--- src/rtl/psum_acc_ctrl_pkg.sv ---
`default_nettype none
// ============================================================================
// psum_acc_ctrl_pkg
// Shared FSM encoding and info-word bit positions for psum_acc_ctrl.
// Rev 1.0 - initial release
// ============================================================================
package psum_acc_ctrl_pkg;

    typedef enum logic [1:0] {
        ST_IDLE = 2'd0,
        ST_WR   = 2'd1,
        ST_ACC  = 2'd2,
        ST_DONE = 2'd3
    } state_t;

    // Field positions inside the 32-bit info word sent to psum_acc
    localparam int ADDR_MSB = 11;
    localparam int ACC_BIT  = 12;
    localparam int ID_BIT   = 13;

endpackage
`default_nettype wire

--- src/rtl/psum_acc_ctrl.sv ---
`default_nettype none
// ============================================================================
// psum_acc_ctrl
// Sequences MAC partial sums into psum_acc: for each tile, one write pass
// (first input-channel group) followed by one accumulate pass (second group).
// Data and handshakes pass through combinationally; only the info word is
// generated here.
// Rev 1.0 - initial release
// ============================================================================
module psum_acc_ctrl
    import psum_acc_ctrl_pkg::*;
(
    input  logic        clk,
    input  logic        rst_n,
    input  logic        cfg_start,
    input  logic [12:0] cfg_tile_len,
    input  logic [15:0] cfg_tile_num,
    input  logic        cfg_identity_en,
    input  logic [63:0] mac_data_in,
    input  logic        mac_vld_in,
    output logic        mac_rdy_out,
    output logic [31:0] acc_info,
    output logic [63:0] acc_data,
    output logic        acc_vld,
    input  logic        acc_rdy,
    output logic        busy,
    output logic        done
);

    state_t      state;
    state_t      state_nxt;
    logic [11:0] addr_cnt;
    logic [11:0] addr_nxt;
    logic [15:0] tile_cnt;
    logic [15:0] tile_nxt;
    logic [12:0] len_q;
    logic [15:0] num_q;
    logic        id_q;

    logic        active;
    logic        xfer;
    logic        addr_last;
    logic        tile_last;

    // Streaming handshake: MAC and psum_acc are coupled only while a pass runs
    always_comb begin
        active      = (state == ST_WR) || (state == ST_ACC);
        acc_vld     = mac_vld_in & active;
        mac_rdy_out = acc_rdy & active;
        acc_data    = mac_data_in;
        xfer        = acc_vld & acc_rdy;
        // Compare in 13 bits so a 4096-word tile ends at address 4095
        addr_last   = ({1'b0, addr_cnt} == (len_q - 13'd1));
        tile_last   = (tile_cnt == (num_q - 16'd1));

        acc_info                 = '0;
        acc_info[ADDR_MSB:0]     = addr_cnt;
        acc_info[ACC_BIT]        = (state == ST_ACC);
        acc_info[ID_BIT]         = id_q & (state == ST_ACC);

        busy = (state != ST_IDLE);
        done = (state == ST_DONE);
    end

    // Next-state and counter update logic
    always_comb begin
        state_nxt = state;
        addr_nxt  = addr_cnt;
        tile_nxt  = tile_cnt;
        case (state)
            ST_IDLE: begin
                if (cfg_start) begin
                    addr_nxt = '0;
                    tile_nxt = '0;
                    // An empty job completes immediately without transfers
                    if ((cfg_tile_len == 13'd0) || (cfg_tile_num == 16'd0)) begin
                        state_nxt = ST_DONE;
                    end else begin
                        state_nxt = ST_WR;
                    end
                end
            end
            ST_WR: begin
                if (xfer) begin
                    if (addr_last) begin
                        addr_nxt  = '0;
                        state_nxt = ST_ACC;
                    end else begin
                        addr_nxt = addr_cnt + 12'd1;
                    end
                end
            end
            ST_ACC: begin
                if (xfer) begin
                    if (addr_last) begin
                        addr_nxt = '0;
                        if (tile_last) begin
                            state_nxt = ST_DONE;
                        end else begin
                            tile_nxt  = tile_cnt + 16'd1;
                            state_nxt = ST_WR;
                        end
                    end else begin
                        addr_nxt = addr_cnt + 12'd1;
                    end
                end
            end
            ST_DONE: begin
                state_nxt = ST_IDLE;
            end
            default: begin
                state_nxt = ST_IDLE;
            end
        endcase
    end

    // State, counters and job configuration registers
    always_ff @(posedge clk) begin
        if (!rst_n) begin
            state    <= ST_IDLE;
            addr_cnt <= '0;
            tile_cnt <= '0;
            len_q    <= '0;
            num_q    <= '0;
            id_q     <= 1'b0;
        end else begin
            state    <= state_nxt;
            addr_cnt <= addr_nxt;
            tile_cnt <= tile_nxt;
            // Config is captured only when a job is accepted
            if ((state == ST_IDLE) && cfg_start) begin
                len_q <= cfg_tile_len;
                num_q <= cfg_tile_num;
                id_q  <= cfg_identity_en;
            end
        end
    end

endmodule
`default_nettype wire

--- config.mk ---
export PLATFORM = sky130hd
export DESIGN_NAME = psum_acc_ctrl
export DESIGN_NICKNAME = d
export VERILOG_FILES = /design/src/rtl/psum_acc_ctrl_pkg.sv /design/src/rtl/psum_acc_ctrl.sv
export SDC_FILE = /design/constraint.sdc
export NUM_CORES = 1
export LEC_CHECK = 0
export ABC_AREA = 1
export CAP_MARGIN = 10
export CORE_MARGIN = 2
export CORE_UTILIZATION = 35
export CTS_CLUSTER_SIZE = 12
export DETAILED_ROUTE_END_ITERATION = 10
export MAX_ROUTING_LAYER = met4
export PLACE_DENSITY_LB_ADDON = 0.15
export REMOVE_ABC_BUFFERS = 1
export SETUP_SLACK_MARGIN = 0.05
export SLEW_MARGIN = 20
export SYNTH_ARGS = -nofsm -noshare
export SYNTH_HDL_FRONTEND = slang
export SYNTH_SLANG_ARGS = --single-unit
export TNS_END_PERCENT = 30
--- constraint.sdc ---
create_clock -name clk -period 2.37 [get_ports clk]
set_input_delay 0.474 -clock clk [delete_from_list [all_inputs] [get_ports clk]]
set_output_delay 0.474 -clock clk [all_outputs]
set_load 0.02 [all_outputs]
# == Word-level counts from Yosys, hierarchy flattened ==
# Index checks and enable logic that the tools add are counted.
# word_totals
wordCells,56
register_bits,60
output_inout_bits,100
in_bits,99
# op_classes
reduce_logical,13
bitwise,4
n_mux,17
addsub,4
n_eq_ne,12
# op_table
op,count
16-bit two-way mux,4
12-bit two-way mux,3
16-bit case mux with 2 select lines,1
12-bit case mux with 2 select lines,1
"16-bit by 1-bit adder with 16-bit output, second input constant",1
16-bit == test,1
16-bit zero test,1
"16-bit by 1-bit subtractor with 16-bit output, second input constant",1
2-bit two-way mux,7
12-bit by 13-bit == test with 1-bit output,1
13-bit zero test,1
"13-bit by 1-bit subtractor with 13-bit output, second input constant",1
"12-bit by 1-bit adder with 12-bit output, second input constant",1
5-bit AND reduction,2
"2-bit != test, second input constant",4
2-bit case mux with 4 select lines,1
"2-bit by 1-bit != test with 1-bit output, second input constant",3
2-bit nonzero test,3
1-bit bitwise AND,4
"2-bit == test, second input constant",2
3-bit AND reduction,1
"2-bit by 1-bit == test with 1-bit output, second input constant",1
2-bit zero test,1
1-bit logical OR,2
2 further kinds,2

# == Logic depth before layout (Yosys ltp) ==
# logic_depth
word_depth,6
depth_mapped,18
ltp_nobuf,17

# == Worst setup path after synthesis ==
# OpenSTA, ideal clock, no wires.
# synth_path
kind,register -> register
start,register state[0]
end,register tile_cnt[5]
period_less_slack_ns,2.189
t_required_ns,2.300
arrival_time_ns,2.118
n_path_buf,2
path_slack_ns,0.181
path_stages_with_launch,15
path_cell_list,dfxtp_1 inv_1 ha_1 clkbuf_2 inv_1 a21oi_1 o2111ai_1 nor2_1 nand2_1 nor3_2 nand2_2 nand2_4 clkbuf_4 o21bai_1 a21oi_1
# synth_between
elab_chain_len,6
# synth_lines
element,line,text
start: declaration,psum_acc_ctrl.sv:30,state_t state;
start signal: assignment,psum_acc_ctrl.sv:127,state <= state_nxt;
2-bit == test (*),-,
via acc_info[12],psum_acc_ctrl.sv:22,"output logic [31:0] acc_info,"
1-bit logical OR,psum_acc_ctrl.sv:47,active = (state == ST_WR) || (state == ST_ACC);
1-bit bitwise AND,psum_acc_ctrl.sv:48,acc_vld = mac_vld_in & active;
1-bit bitwise AND,psum_acc_ctrl.sv:51,xfer = acc_vld & acc_rdy;
2-bit by 1-bit != test with 1-bit output (no source line),-,
5-bit AND reduction (no source line),-,
end signal: assignment,psum_acc_ctrl.sv:129,tile_cnt <= tile_nxt;
end: declaration,psum_acc_ctrl.sv:34,logic [15:0] tile_cnt;
# The timed path passes the listed nets; every way through them passes the cells marked *.
# A chain may end at the register's enable or synchronous reset.

# == Final worst setup path ==
# layout_path
start,register state[0]
end,output port busy
# layout_between
elab_chain_len,1
# layout_lines
element,line,text
2-bit nonzero test,psum_acc_ctrl.sv:61,busy = (state != ST_IDLE);
end: declaration,psum_acc_ctrl.sv:26,"output logic busy,"
# Every way passes these cells.

==> results.yml <==
final_layout:
  final_common_cell: "nand2_1"
  final_cell_mix: "nand2_1, nor2_1, inv_1"
  ff_latch_area_mm2: 0.00120
  diodes: 0
  fillers: 1470
  multi_input_area_mm2: 0.00276
  fin_nets: 827
  area_growth_pct: 10.9
  fin_util: 0.394
  drive_gt1_frac: 0.0968
sta:
  hold_ws_ns: 0.490
  setup_viol: 0
  maxSlewHeadroom: 0.633
  setup_tns_ns: 0
  grt_setup_unrepaired: "yes"
  fin_crit_sh: 0.957
  fmax_ghz: 0.441
  fin_crit_ns: 2.27
  worst_pin_slew_ns: 0.546
  hold_viol: 0
  slew_violations: 0
  fin_skew_ns: 0.00559
synth:
  synthCells: 728
  netlist_area_mm2: 0.00488
  yosysUniqueCellTypes: 42
  ys_seq_area_frac: 0.246
  ys_seq_elements: 60
  yosys_warnings: 0
  syn_area_per_cell_um2: 6.70
floorplanning:
  die_w_um: 122
  io_pins: 199
  core_area_mm2: 0.0137
  start_util: 0.355
  die-area_mm2: 0.0149
  die_h_um: 122
  num_rows: 43
global_route:
  grt_antenna_before_repair: 0
  grtUsageTotal: 0.243
  grt_first_pass_wirelength_um: 25400
  grt_max_degree: 30
  grt_pass1_vias: 3997
  overflow: 0
worst_setup_path:
  crit_top_cell: "inv_1"
  critical_path_class: "register to output pin"
  crit_chain: "inv_1, ha_1, inv_1, clkdlybuf4s50_1"
  max_stage_delay_ns: 0.61
  path_delay_family: "buffers and inverters"
  critPathSlowestCell: "clkdlybuf4s50_1"
  endpoint_kind: "output pin"
  critPathBufInv: 3
  critPathMaxFanout: 4
  crit_path_start_kind: "register"
  cp.arrival_ns: 1.79
  critPathRequiredTime_ns: 1.90
clock_network:
  clk_latency_ns: 0.34
  cts_tree: "done"
  cts_root_buf: "clkbuf_16"
  clk_pin_slew_ns: 0.05
  clock-sinks: 60
  cts_buffers: 9
  h-tree-depth: 3
  cts_buffer_depth: 2
run:
  drv_cap: 0
drt:
  vias: 4600
  wl_per_cell_um: 19.5
  wl_um: 17600
  drcViolationCount: 0
  ant_nets: 0
  dr.pass1.iters: 6
  dr.first_iter.drc_count: 365
  via_per_inst: 5.09
placed_design:
  io_buffers: 52
  place_hpwl_um: 12900
  gp_congestion: 0.901
power_and_ir_drop:
  peakVddDrop_mv: 0.387
  p_leak_nw: 2.22
  p_per_area_mw_per_mm2: 1020
run_status:
  status: "finished clean"
min_path:
  hp-class: "register to register"
## layer usage
metal,GRT usage,part of all wire,vias to the layer above,wire length [µm]
li1,-,-,2218,-
met1,0.288,0.42,2065,7390
met2,0.306,0.39,292,6950
met3,0.193,0.17,25,2980
met4,0.0790,0.017,0,297
met5,-,0,-,0
## registers in the layout, summed over array words and instances, names as in the netlist
register  flops
addr_cnt     12
id_q          1
len_q        13
num_q        16
state         2
tile_cnt     16
## cell usage after synthesis
master	instances	area share
clkbuf_1	12	0.0092
o21ai_0	37	0.038
inv_1	71	0.055
nor3b_1	2	0.0031
clkbuf_4	1	0.0015
buf_2	1	0.0010
o21bai_1	15	0.023
a21oi_1	50	0.051
ha_1	9	0.023
a21oi_2	1	0.0018
nand3b_1	9	0.014
o2111ai_1	2	0.0036
and2_1	1	0.0013
nand2_4	4	0.0092
nor2_8	1	0.0041
xor2_1	29	0.052
dfxtp_1	60	0.25
and3_1	1	0.0013
clkbuf_2	2	0.0021
buf_4	82	0.13
clkbuf_8	3	0.0085
nor4_1	9	0.012
nand4_1	7	0.0090
nor2_2	9	0.012
nor3_2	1	0.0021
buf_1	1	0.00077
buf_6	2	0.0046
a21oi_4	1	0.0033
nor2_1	82	0.063
conb_1	1	0.00077
nor3_1	10	0.010
nand3_2	6	0.012
nand3_4	1	0.0036
o21ai_1	1	0.0010
clkinv_1	1	0.00077
xor2_2	1	0.0033
nor2_4	4	0.0092
nand2_2	3	0.0038
inv_2	3	0.0023
nand2_1	136	0.10
nand3_1	44	0.045
xnor2_1	12	0.022
## metrics by stage
stage	power [W]	worst slack, ns	cell area, µm²	cells
finish	0.00553	0.101	5410	903
global placement	0.00413	0.207	5070	887
floorplan	0.00332	0.0730	4190	641
global route	0.00596	0.00164	5410	903
CTS	0.00545	0.0776	5350	902
detailed placement	0.00418	0.112	5070	887
## worst reg2reg max path, cell delays in order (launching register included)
cell	delay, ns
dfxtp_1	0.35
inv_1	0.07
ha_2	0.33
inv_1	0.04
nand2_1	0.05
nand2_1	0.05
nor2_1	0.08
nand3_1	0.08
nor2_2	0.10
nand3_2	0.10
nor2_4	0.14
nand3_4	0.11
a21oi_4	0.16
buf_12	0.16
nand3_1	0.08
a21oi_1	0.16
## final cells by class
cell class / count / share of cell area
multi-input cells: 507 / 0.511
flip-flops and latches: 60 / 0.222
repair buffers: 66 / 0.120
clock buffers: 14 / 0.0525
inverters: 75 / 0.0521
well taps: 180 / 0.0417
clock inverters: 1 / 0.000926
## power breakdown
group	internal, W	switching, W
Clock	0.000814	0.000459
Sequential	0.00119	0.000209
Combinational	0.000992	0.00186
## cell families (layout without fill, tap and decap cells)
kind of cell | Yosys count | after routing | synth area share
fa+ha+maj | 9 | 9 | 0.0231
other cells | 1 | 18 | 0.000769
flops | 60 | 60 | 0.246
compound gates | 107 | 107 | 0.122
simple gates | 330 | 331 | 0.319
xor+xnor | 42 | 42 | 0.0770
buf+inv | 179 | 156 | 0.212
## path summary, 6_finish.rpt
path	startpoint	endpoint	slack (ns)	cells after the start
setup / recovery	state[0]	busy	0.10	4
hold / removal	len_q[10]	len_q[10]	0.49	2
setup reg to reg	len_q[0]	tile_cnt[2]	0.23	15
hold reg to reg	len_q[10]	len_q[10]	0.49	2
## repair_timing
item | 4_1_cts | 5_1_grt
gates cloned | 0 | 1
resized for setup | 2 | 12
endpoints found under the setup margin | 2 | 23
setup buffers | 0 | 0
pin swaps | 0 | 3
hold buffers | 0 | 0
(Power assumes the default switching activity.)
